### src/rtl/counter_decoder_param.sv
// counter_decoder_param: up/down modulo-(MAX_COUNT+1) counter with a RUN/HOLD
// control FSM, synchronous clamped load, registered wrap pulse and an equality
// decode of the count against MATCH.
// Optional feature: define COUNTER_DECODER_ONEHOT_EN to add the one-hot
// decode output dec_out (bit[count_out] high).
module counter_decoder_param #(
  parameter int WIDTH     = 4,
  parameter int MAX_COUNT = 9,
  parameter int MATCH     = 5
) (
  input  logic             clk,
  input  logic             rst_n,
  input  logic             stop,
  input  logic             dir,
  input  logic             load,
  input  logic [WIDTH-1:0] load_val,
  output logic [WIDTH-1:0] count_out,
  output logic             out,
  output logic             wrap,
  output logic             holding
`ifdef COUNTER_DECODER_ONEHOT_EN
  ,
  output logic [MAX_COUNT:0] dec_out
`endif
);

  typedef enum logic {
    RUN  = 1'b0,
    HOLD = 1'b1
  } state_e;

  localparam logic [WIDTH-1:0] MaxC   = WIDTH'(MAX_COUNT);
  localparam logic [WIDTH-1:0] MatchC = WIDTH'(MATCH);

  state_e           state_q, state_d;
  logic [WIDTH-1:0] count_q, count_d;
  logic             wrap_q, wrap_d;

  // Next-state logic: FSM follows stop; load overrides counting; wrap marks modulo crossings.
  always_comb begin
    // NOTE: every signal gets a default before any branch, so no path leaves
    // a value unassigned and no latch is inferred.
    state_d = stop ? HOLD : RUN;
    count_d = count_q;
    wrap_d  = 1'b0;
    if (load) begin
      count_d = (load_val > MaxC) ? MaxC : load_val;
    end else if (state_q == RUN && !stop) begin
      if (dir) begin
        // >= keeps the counter inside range even if it were ever out of it.
        if (count_q >= MaxC) begin
          count_d = '0;
          wrap_d  = 1'b1;
        end else begin
          count_d = count_q + 1'b1;
        end
      end else begin
        if (count_q == '0) begin
          count_d = MaxC;
          wrap_d  = 1'b1;
        end else begin
          count_d = count_q - 1'b1;
        end
      end
    end
  end

  // State, count and wrap registers; reset is asynchronous and forces RUN at 0.
  always_ff @(posedge clk or negedge rst_n) begin
    // NOTE: non-blocking assignments so every register samples the pre-edge
    // values, independent of statement order.
    if (!rst_n) begin
      state_q <= RUN;
      count_q <= '0;
      wrap_q  <= 1'b0;
    end else begin
      state_q <= state_d;
      count_q <= count_d;
      wrap_q  <= wrap_d;
    end
  end

  // Outputs are decoded from registers only, so no input reaches them combinationally.
  assign count_out = count_q;
  assign wrap      = wrap_q;
  assign holding   = (state_q == HOLD);
  assign out       = (count_q == MatchC);

`ifdef COUNTER_DECODER_ONEHOT_EN
  // One-hot decode of the current count.
  assign dec_out = {{MAX_COUNT{1'b0}}, 1'b1} << count_q;
`endif

endmodule

### config.mk
export PLATFORM = sky130hd
export DESIGN_NAME = counter_decoder_param
export DESIGN_NICKNAME = d
export VERILOG_FILES = /design/src/rtl/counter_decoder_param.sv
export SDC_FILE = /design/constraint.sdc
export NUM_CORES = 1
export LEC_CHECK = 0
export ABC_AREA = 1
export CAP_MARGIN = 25
export CORE_AREA = 2 2 39 41
export CTS_CLUSTER_SIZE = 10
export DETAILED_ROUTE_END_ITERATION = 8
export DIE_AREA = 0 0 41 43
export GPL_TIMING_DRIVEN = 0
export MAX_ROUTING_LAYER = met4
export PLACE_DENSITY = 0.71
export SYNTH_ARGS = -nofsm -noshare
export SYNTH_HDL_FRONTEND = slang
export SYNTH_SLANG_ARGS = --single-unit
### constraint.sdc
create_clock -name clk -period 2 [get_ports clk]
set_input_delay 0.5 -clock clk [delete_from_list [all_inputs] [get_ports clk]]
set_output_delay 0.5 -clock clk [all_outputs]
set_load 0.01 [all_outputs]
==> summary.md <==
| Metric | Value |
|---|---|
| Status | finished clean |
| Top_reg_cell synth | dfrtp_1 |
| Reg2Reg Depth | 8 |
| Final Hold Vio Count | 0 |
| Seq cells post-synth | 6 |
| CP Capture Point | count_out[0] |
| Initial Utilization | 39.51% |
| Worst Path Arrival | 1.34 ns |
| # DRC | 0 |
| Post-layout nets | 108 |
| VDD IR max | 0.3411 mV |
| RD Place Congestion | 0.7718 |
| Fmax | 544.9 MHz |
| Die area | 1763 um^2 |
| Vias/cell | 4.972 |
| GRT overflow | 0 |
| Worst endpoint required time | 1.50 ns |
| Mapped Area | 546.8 um^2 |
| I/O Buffers | 15 |
| Area leader, netlist | dfrtp_1 |
| Post-Route WL | 1158 um |
| Core area | 1384 um^2 |
| CTS Root Cell | clkbuf_4 |
| YS warnings | 0 |
| Max H-tree Level | 1 |
| Asr flop ratio synth | 100.0% |
| Die H | 43 um |
| Hpwl dp | 957.2 um |
| DR vias | 542 |
| Clk sinks | 6 |
| CP Buf/Inv Count | 1 |
| Cell count along the critical path | 1 |
| I/O Pins | 16 |
| Filler cell count | 146 |
| Pre-CTS setup slack | 0.04116 ns |
| Post-synthesis sequential area ratio | 27.46% |
| Clk slew on worst S/H paths | 0.05 ns |
| Beginning of the critical path | count_out[0] |
| Max Buffers Root-to-Sink | 2 |
| Pin count of the biggest net entering global routing | 10 |
| CTS tree | yes |
| N_diodes | 0 |
| Tightest Hold Check Type | input pin to asynchronous set/reset pin |
| Share of the synthesized area in the top cell type | 27.46% |
| Final ANT Viol Nets | 0 |
| Layout cells sized above 1 | 21.51% |
| # Max-Cap Violations | 0 |
| Max Fanout on Critical Path | 8 |
| Num CTS Buffers | 3 |
| Post-synth EDFFs | 0 |
| Clock Skew | 0.005645 ns |
| CP peak stage delay | 0.60 ns |
| Crit share post-route | 91.77% |
| Post-Syn Instances | 75 |
| Reg-to-reg startpoint | count_out[0] |
| R2r setup slk | 0.47 ns |
| Skew-Pair Late Insertion Delay | 0.25 ns |
| Yosys cell types | 21 |
| Worst Tran Pin Value | 0.2698 ns |
| Ranking of synthesized cells by area | dfrtp_1, nand2_1, ha_1 |
| Worst-path cell chain | clkdlybuf4s50_1 |
| First-pass GRT wire length | 1994 um |
| Net Count, Synth | 88 |
| Most numerous cell in the Yosys netlist | nand2_1 |
| CP max stage cell | clkdlybuf4s50_1 |
| Slew margin rel. | 82.02% |
| Worst setup EP type | primary output |
| Detailed Route Iter0 Violations | 8 |
| RSZ-0062 raised after global routing | no |
| Wire length per cell | 10.62 um |
| Endpoints failing setup | 0 |
| Max Slew Vio Count | 0 |
| Synth-to-layout area growth | 34.55% |
| Worst setup margin | 0.1647 ns |
| Number of global-route vias before repair | 494 |
| P per Cell Area | 679.3 nW/um^2 |
| Minimum clock period | 1.835 ns |
| Fin Setup TNS | 0 ns |
| R2R Path End | count_out[0] |
| DRT Pass-1 Iters | 4 |
| Initial antenna violation count | 0 |
| Post-Synthesis Mean Instance Area | 7.290 um^2 |
| Worst setup SP type | register |
| Die W | 41 um |
| P_leak | 0.0003661 uW |
| Crit path max-delay family | buffers and inverters |
| Gr usage total | 17.12% |
| WS Path Type | register to primary output |
| Num rows | 14 |
| Top cells by count, synth | nand2_1, inv_1, dfrtp_1, nand3_1, nor2_1 |
[repair_timing]
item                                   4_1_cts  5_1_grt
gates cloned                                 0        0
hold buffers                                 0        0
pin swaps                                    0        0
endpoints found under the hold margin        0        0
setup buffers                                0        0
gates resized for setup                      2        2
setup endpoints to repair                    1        1
[cells by family after synthesis]
| group | Yosys count | synth area share [%] |
|---|---|---|
| flip-flops | 6 | 27.46 |
| adder cells (fa/ha/maj) | 4 | 9.154 |
| XOR/XNOR | 1 | 1.602 |
| AO/OA/AOI/OAI | 12 | 15.10 |
| buffers and inverters | 15 | 12.59 |
| AND/OR/NAND/NOR | 37 | 34.10 |
[sequential cells by signal (all words and copies together) (netlist names)]
name       cells
holding        1
count_out      4
wrap           1
[layer usage]
metal	vias to the layer above	wire length [um]	track usage, %
met1	244	494	20.46
met3	5	62	4.712
met5	-	0	-
met2	16	583	26.56
met4	0	18	6.000
li1	277	-	-
[stage by stage]
stage / instance area [um^2] / cells / hold WS (ns) / total power (uW) / utilization [%]
finish: 735.7 / 109 / 0.4844 / 499.8 / 53.16
global route: 735.7 / 109 / 0.5068 / 535.8 / 53.16
CTS: 739.5 / 109 / 0.4912 / 505.8 / 53.44
detailed placement: 716.9 / 106 / 0.5775 / 391.7 / 51.81
global placement: 716.9 / 106 / 0.5830 / 386.5 / 51.81
floorplan: 546.8 / 75 / 0.2044 / 306.9 / -
[worst min-delay path by stage]
| stage | to | slack (ns) | cells after the start | start |
|---|---|---|---|---|
| 2_1_floorplan | count_out[0] | 0.20 | 0 | rst_n |
| 3_3_place_gp | wrap | 0.58 | 3 | holding |
| 3_5_place_dp | wrap | 0.58 | 3 | holding |
| 4_1_cts | count_out[0] | 0.49 | 1 | rst_n |
| 5_1_grt | count_out[0] | 0.51 | 1 | rst_n |
| 6_report | count_out[0] | 0.48 | 1 | rst_n |
[cells in the final DEF, fill, tap and decap left out]
cell type / synthesis / final
nand2_1: 18 / 18
buf_6: 1 / 1
inv_6: 1 / 1
nor3_1: 1 / 1
inv_1: 11 / 11
nand4_2: 1 / 1
o21ai_2: 1 / 1
dfrtp_2: 0 / 1
nand3_2: 4 / 4
clkbuf_2: 0 / 1
clkbuf_4: 0 / 3
clkdlybuf4s50_1: 0 / 14
o21ai_1: 1 / 1
o21ai_0: 4 / 4
ha_1: 4 / 4
nor2_1: 5 / 5
inv_2: 2 / 2
dfrtp_1: 6 / 5
o211ai_2: 1 / 1
a21oi_2: 3 / 3
nand3_1: 6 / 6
xor2_1: 1 / 1
a21oi_1: 2 / 2
nand4_1: 1 / 1
nand2_2: 1 / 1
[layout make-up]
| type | count | area, um^2 | area share [%] |
|---|---|---|---|
| Buffer | 1 | 11.26 | 1.531 |
| Clock buffer | 3 | 22.52 | 3.061 |
| Inverter | 14 | 57.56 | 7.823 |
| Multi-Input combinational cell | 54 | 327.8 | 44.56 |
| Sequential cell | 6 | 151.4 | 20.58 |
| Tap cell | 16 | 20.02 | 2.721 |
| Timing Repair Buffer | 15 | 145.1 | 19.73 |
[where the power goes]
group          internal [uW]  switching, uW  total [uW]
clock                   67.9           44.8         113
sequential               137           24.3         161
combinational            103            122         226
Note: power is estimated with default switching activity, not from simulation.
